`src/rtl/dds_ramp_gen.sv`:
```
// dds_ramp_gen: burst-sequenced sawtooth/triangle ramp generator for the
// TDLAS laser-current drive. A phase accumulator runs inside an
// IDLE/DELAY/RAMP/DONE sequencer. Its sample is scaled by an amplitude word
// and offset in a two-stage pipeline. A live DC level is output between ramps.
module dds_ramp_gen #(
    parameter int PHASE_W = 32,
    parameter int WAVE_W  = 16,
    parameter int AMP_W   = 16,
    parameter int OUT_W   = 32
) (
    input  logic               clk_dds,
    input  logic               rst,
    input  logic               out_en,
    input  logic [1:0]         mode,
    input  logic [PHASE_W-1:0] phase_max,
    input  logic [PHASE_W-1:0] freq_word,
    input  logic [31:0]        delay_cnt,
    input  logic [15:0]        burst_len,
    input  logic [AMP_W-1:0]   amp,
    input  logic [OUT_W-1:0]   dc_hold,
    input  logic [OUT_W-1:0]   dc_offset,
    output logic [OUT_W-1:0]   wave_out,
    output logic               ramp_active,
    output logic               ramp_start,
    output logic               burst_done,
    output logic               busy
);

    typedef enum logic [1:0] {ST_IDLE, ST_DELAY, ST_RAMP, ST_DONE} state_t;

    state_t             state_q, state_d;
    logic [PHASE_W-1:0] phase_q, phase_d;
    logic [31:0]        dly_q, dly_d;
    logic [15:0]        ramp_cnt_q, ramp_cnt_d;
    logic               first_q, first_d;

    logic [1:0]         mode_s_q, mode_s_d;
    logic [PHASE_W-1:0] phase_max_s_q, phase_max_s_d;
    logic [PHASE_W-1:0] freq_s_q, freq_s_d;
    logic [31:0]        delay_s_q, delay_s_d;
    logic [15:0]        burst_s_q, burst_s_d;
    logic [AMP_W-1:0]   amp_s_q, amp_s_d;
    logic [OUT_W-1:0]   offset_s_q, offset_s_d;

    logic [WAVE_W-1:0]  w1_q, w1_d;
    logic               act1_q, act1_d;
    logic               start1_q, start1_d;
    logic               done1_q, done1_d;
    logic [AMP_W-1:0]   amp1_q, amp1_d;
    logic [OUT_W-1:0]   off1_q, off1_d;

    logic [OUT_W-1:0]   wave_q, wave_d;
    logic               active_q, active_d;
    logic               start_q, start_d;
    logic               done_q, done_d;

    logic [PHASE_W:0]   sum;
    logic [15:0]        ramp_cnt_inc;
    logic               load_shadow;
    logic [WAVE_W-1:0]  tri_t;
    logic [WAVE_W+AMP_W-1:0] prod;
    logic [OUT_W-1:0]   prod_ext;

    // Sequencer: next state, phase accumulation, delay and ramp counting
    always_comb begin
        state_d      = state_q;
        phase_d      = phase_q;
        dly_d        = dly_q;
        ramp_cnt_d   = ramp_cnt_q;
        first_d      = 1'b0;
        load_shadow  = 1'b0;
        sum          = {1'b0, phase_q} + {1'b0, freq_s_q};
        ramp_cnt_inc = ramp_cnt_q + 16'd1;
        if (!out_en) begin
            state_d    = ST_IDLE;
            phase_d    = '0;
            dly_d      = '0;
            ramp_cnt_d = '0;
        end else begin
            case (state_q)
                ST_IDLE: begin
                    state_d     = ST_DELAY;
                    phase_d     = '0;
                    dly_d       = '0;
                    ramp_cnt_d  = '0;
                    load_shadow = 1'b1;
                end
                ST_DELAY: begin
                    if (dly_q == delay_s_q) begin
                        state_d = ST_RAMP;
                        phase_d = '0;
                        dly_d   = '0;
                        first_d = 1'b1;
                    end else begin
                        dly_d = dly_q + 32'd1;
                    end
                end
                ST_RAMP: begin
                    if (sum >= {1'b0, phase_max_s_q}) begin
                        ramp_cnt_d = ramp_cnt_inc;
                        phase_d    = '0;
                        if (burst_s_q != 16'd0 && ramp_cnt_inc == burst_s_q) begin
                            state_d = ST_DONE;
                        end else begin
                            state_d     = ST_DELAY;
                            dly_d       = '0;
                            load_shadow = 1'b1;
                        end
                    end else begin
                        phase_d = sum[PHASE_W-1:0];
                    end
                end
                default: begin
                    state_d = ST_DONE;
                end
            endcase
        end
    end

    // Shadow configuration captured on every entry to DELAY
    always_comb begin
        mode_s_d      = mode_s_q;
        phase_max_s_d = phase_max_s_q;
        freq_s_d      = freq_s_q;
        delay_s_d     = delay_s_q;
        burst_s_d     = burst_s_q;
        amp_s_d       = amp_s_q;
        offset_s_d    = offset_s_q;
        if (load_shadow) begin
            mode_s_d      = mode;
            phase_max_s_d = phase_max;
            freq_s_d      = freq_word;
            delay_s_d     = delay_cnt;
            burst_s_d     = burst_len;
            amp_s_d       = amp;
            offset_s_d    = dc_offset;
        end
    end

    // Stage 1: shape the phase into a sample; carry gain/offset with it
    always_comb begin
        tri_t = phase_q[PHASE_W-2 -: WAVE_W];
        case (mode_s_q)
            2'b01:   w1_d = ~phase_q[PHASE_W-1 -: WAVE_W];
            2'b10:   w1_d = phase_q[PHASE_W-1] ? ~tri_t : tri_t;
            default: w1_d = phase_q[PHASE_W-1 -: WAVE_W];
        endcase
        act1_d   = (state_q == ST_RAMP);
        start1_d = (state_q == ST_RAMP) && first_q;
        done1_d  = (state_q == ST_DONE);
        amp1_d   = amp_s_q;
        off1_d   = offset_s_q;
    end

    // Stage 2: scale and offset ramp samples, otherwise pass the live DC level
    always_comb begin
        prod     = {{AMP_W{1'b0}}, w1_q} * {{WAVE_W{1'b0}}, amp1_q};
        prod_ext = '0;
        prod_ext[WAVE_W+AMP_W-1:0] = prod;
        wave_d   = act1_q ? (prod_ext + off1_q) : dc_hold;
        active_d = act1_q;
        start_d  = start1_q;
        done_d   = done1_q && (state_q == ST_DONE);
    end

    // All registers, cleared together by synchronous reset
    always_ff @(posedge clk_dds) begin
        if (rst) begin
            state_q       <= ST_IDLE;
            phase_q       <= '0;
            dly_q         <= '0;
            ramp_cnt_q    <= '0;
            first_q       <= 1'b0;
            mode_s_q      <= '0;
            phase_max_s_q <= '0;
            freq_s_q      <= '0;
            delay_s_q     <= '0;
            burst_s_q     <= '0;
            amp_s_q       <= '0;
            offset_s_q    <= '0;
            w1_q          <= '0;
            act1_q        <= 1'b0;
            start1_q      <= 1'b0;
            done1_q       <= 1'b0;
            amp1_q        <= '0;
            off1_q        <= '0;
            wave_q        <= '0;
            active_q      <= 1'b0;
            start_q       <= 1'b0;
            done_q        <= 1'b0;
        end else begin
            state_q       <= state_d;
            phase_q       <= phase_d;
            dly_q         <= dly_d;
            ramp_cnt_q    <= ramp_cnt_d;
            first_q       <= first_d;
            mode_s_q      <= mode_s_d;
            phase_max_s_q <= phase_max_s_d;
            freq_s_q      <= freq_s_d;
            delay_s_q     <= delay_s_d;
            burst_s_q     <= burst_s_d;
            amp_s_q       <= amp_s_d;
            offset_s_q    <= offset_s_d;
            w1_q          <= w1_d;
            act1_q        <= act1_d;
            start1_q      <= start1_d;
            done1_q       <= done1_d;
            amp1_q        <= amp1_d;
            off1_q        <= off1_d;
            wave_q        <= wave_d;
            active_q      <= active_d;
            start_q       <= start_d;
            done_q        <= done_d;
        end
    end

    assign wave_out    = wave_q;
    assign ramp_active = active_q;
    assign ramp_start  = start_q;
    assign burst_done  = done_q;
    assign busy        = (state_q != ST_IDLE);

endmodule

```
`config.mk`:
```
export PLATFORM = sky130hd
export DESIGN_NAME = dds_ramp_gen
export DESIGN_NICKNAME = d
export VERILOG_FILES = /design/src/rtl/dds_ramp_gen.sv
export SDC_FILE = /design/constraint.sdc
export NUM_CORES = 1
export LEC_CHECK = 0
export BUFFER_PORTS_ARGS = -buffer_cell sky130_fd_sc_hd__buf_2
export CAP_MARGIN = 20
export CORE_ASPECT_RATIO = 0.9
export CORE_UTILIZATION = 48
export DETAILED_ROUTE_END_ITERATION = 10
export PLACE_DENSITY = 0.73
export SYNTH_ARGS = -nofsm -noshare
export SYNTH_HDL_FRONTEND = slang
export SYNTH_SLANG_ARGS = --single-unit
```
`constraint.sdc`:
```
create_clock -name clk_dds -period 15.9 [get_ports clk_dds]
set_input_delay 3.18 -clock clk_dds [delete_from_list [all_inputs] [get_ports clk_dds]]
set_output_delay 3.18 -clock clk_dds [all_outputs]
set_load 0.02 [all_outputs]
```
==> results.yml <==
logic_synthesis:
  avgSynthCellArea_sq_um: 8.958
  number_of_distinct_library_cells_after_synthesis: 73
  synthesis.instances: 2859
  synth_top_cells_by_area: "dfxtp_1 (27%), fa_1 (18%), ha_1 (8.2%)"
  synth_top_cell_area_share_pct: 27.12
  synth_enable_flop_cells: 0
  synthesis.nets: 3449
  synth_area_sq_um: 25610
  synth_top_flop_cell: "dfxtp_1"
  synth_warnings: 0
  synth.largest_area_cell: "dfxtp_1"
  count_of_state_elements_after_synthesis: 347
  share_of_synthesized_registers_carrying_an_async_set_or_reset_pct: 0
  ys_seq_area_share_pct: 27.12
route:
  detail_route.wirelength_microns: 62530
  post-route-drc-count: 0
  vias_after_detailed_routing: 19520
  ant_nets: 0
  via_per_inst: 5.233
  number_of_iterations_in_the_first_detailed_routing_pass: 5
  first_iter_violations: 1244
  detail_route.wl_per_cell_microns: 16.77
sta:
  maxSlewViolCount: 0
  min_period_over_period_pct: 47.25
  max_freq_ghz: 0.1331
  finalSetupViolations: 0
  setup_repair_after_global_routing_missed_its_margin: "false"
  setup_total_negative_slack_ns: 0
  final-hold-violation-count: 0
  timing_worst_slew_pin_value_ns: 1.101
  clock_skew_ns: 0.02527
  hold-worst-slack_ns: 0.4407
  relSlewSlack_pct: 26.62
  finalWorstPathRequiredPeriod_ns: 7.513
floorplan:
  chipHeight_microns: 221.1
  fp.dieArea_sq_um: 54290
  placeableCoreArea_sq_um: 52190
  rows: 79
  die_w_microns: 245.5
  initial_util_pct: 49.07
  pin_count: 233
place:
  finalWeightedCongestion: 0.9137
  dp_hpwl_microns: 47990
  port_buffers: 232
cells_and_area:
  n_antenna_cell: 0
  final_layout_size_suffix_gt1_share_pct: 11.11
  finish.net_count: 3603
  area_growth_syn_to_layout_pct: 11.06
hold_path:
  hold_class: "register to register"
  timing.hold.worst_path_depth: 1
clock_network:
  tritoncts_num_sinks: 347
  cts_setup_buffers: 0
  cts_hold_buffers: 0
  cts_tree: "yes"
  htree_levels: 2
  cts_buffers: 39
  clk_root_buffer_cell: "clkbuf_16"
  worst_setup_hold_path_clk_slew_ns: 0.07
  cts_repair_resizes: 0
  cts-root-to-sink-buffers: 3
  worstSkewPairLatency_ns: 0.57
setup_path:
  critPathCaptureType: "register"
  slowest_stage: "a2111oi_0"
  startpoint_type: "register"
  cp.required_ns: 16.37
  cp_common_cell: "fa_1"
  max_stage_delay_ns: 0.86
  worst_setup_path_type: "register to register"
  worstRegToRegCells: 19
  crit_fanout: 16
  worstPathCellList: "nand2_1, fa_1, fa_1, fa_1, inv_1, fa_1, fa_1, inv_1, fa_1, inv_1, ha_1, and3_1, a2111oi_0, o21ai_0, o21ai_0, o31a_1, a211oi_1, xnor2_1, a211oi_1"
  worst_ep_arrival_time_ns: 7.99
pwr:
  sw_frac_of_total_pct: 28.03
  vdd_drop_max_mv: 0.09351
  power_frac_clock_pct: 42.8
  power.combinational.fraction_pct: 13.7
  power.leakage_nw: 13.14
  p_seq_share_pct: 43.5
  cellPowerDensity_nw_per_um2: 76.94
  power.switching_w: 0.0006134
  intPower_w: 0.001575
global_route:
  grt_pass1_vias: 19630
  antenna_found_initial: 1
  largest_net_degree_at_the_start_of_global_routing: 160
  global_route_congestion_overflow_total: 0
  grt_first_pass_wirelength_microns: 102400
  grt_usage_pct: 23.51
job:
  max_cap_violations: 0
outcome:
  status: "complete, no violations"
-- final cells by class --
cell class / instances / area [sq um]
tap: 688 / 860.8
clock buffer: 51 / 1121
timing repair buffer: 246 / 1308
fill: 4802 / 23750
clock inverter: 19 / 200.2
sequential: 347 / 6948
multi-input combinational: 1957 / 16420
inverter: 422 / 1584
-- cells in the final DEF (no fill, tap or decap), types with 7 or more instances in the layout --
cell         n
clkbuf_16   39
clkbuf_8    11
fa_1       226
nand2_1    209
ha_1       167
nand4_1     26
nand3b_1     7
a21o_1      22
inv_1      420
o2111ai_1    7
o21ai_0     70
a22o_1       9
or3_1       19
dfxtp_1    346
or4_1        8
o21bai_1    13
nor3_1      23
and4_1      14
and3_1      13
nor2b_1     63
mux2i_1    181
xor2_1      38
buf_2      231
a22oi_1     26
and2_1     126
xnor2_1    107
a211oi_1    53
buf_4       11
nand3_1     33
a21oi_1     86
inv_6        8
a31oi_1     10
a221oi_1    16
nor2_1     297
-- stage by stage --
stage	total power [W]	area, sq um	worst slack, ns	cells	utilization (%)
3_3_place_gp	0.001265	27090	8.567	3658	51.90
3_5_place_dp	0.001270	27090	8.428	3658	51.90
2_1_floorplan	0.001178	25610	9.689	2859	-
4_1_cts	0.002210	28410	8.427	3728	54.43
6_report	0.002188	28440	8.387	3730	54.50
5_1_grt	0.002290	28440	7.756	3730	54.50
-- metal layers --
| layer | part of all wire [%] | global-route usage [%] |
|---|---|---|
| met2 | 46 | 38.14 |
| met3 | 6.0 | 4.257 |
| met5 | 0.021 | 0 |
| met4 | 3.0 | 7.393 |
| met1 | 45 | 31.60 |
-- flip-flops by register name (all words and copies together), names as in the netlist, 32 cells and up --
signal	cells
phase_q	32
delay_s_q	32
dly_q	32
wave_out	32
off1_q	32
freq_s_q	32
off1_d	32
phase_max_s_q	32
-- power groups by stage --
stage                     combinational, W  clock (W)  sequential (W)
after global routing              0.000340   0.000994        0.000956
after global placement            0.000297          0        0.000968
final                             0.000301   0.000936        0.000951
after detailed placement          0.000300          0        0.000970
after CTS                         0.000303   0.000956        0.000951
after floorplan                   0.000228          0        0.000950
-- logic make-up after synthesis --
group	Yosys count	share of synthesized area (%)
adder cells (fa/ha/maj)	393	25.82
AO/OA/AOI/OAI	373	9.849
flip-flops	347	27.12
buffers and inverters	555	8.891
AND/OR/NAND/NOR	863	16.19
multiplexers	183	7.162
XOR/XNOR	145	4.958
-- worst max-delay path, delay by kind of cell, from the launching register on --
kind	cells	cell delay, ns
buffers and inverters	3	0.15
adders and majority gates	7	3.46
DFF	1	0.72
and+or+nand+nor	2	0.38
xor gates and xnor gates	1	0.14
AOI/OAI and AO/OA	6	2.58
-- final timing paths --
check	from	endpoint	slack, ns
worst max-delay path	w1_q[10]	wave_out[30]	8.39
worst min-delay path	first_q	start1_q	0.44
worst max register to register	w1_q[10]	wave_out[30]	8.39
worst min register to register	first_q	start1_q	0.44
-- cells in the mapped netlist, drive strengths merged, types with 6 or more instances --
master	n
o21bai	13
nand2	210
o31ai	7
o211ai	6
and4	14
and3	13
mux2i	181
ha	167
nand3b	7
or4	8
clkbuf	99
nand4	26
xnor2	107
a21oi	88
nand2b	6
a22o	9
buf	34
a2111oi	10
or3	19
a211oi	53
inv	420
o21ai	70
nor4	7
o2111ai	7
nor3	25
nor2	297
fa	226
a221oi	16
xor2	38
nand3	33
dfxtp	347
a22oi	26
and2	126
a31oi	11
a21o	22
nor2b	63
No activity file was read; power rests on OpenSTA's default activity.
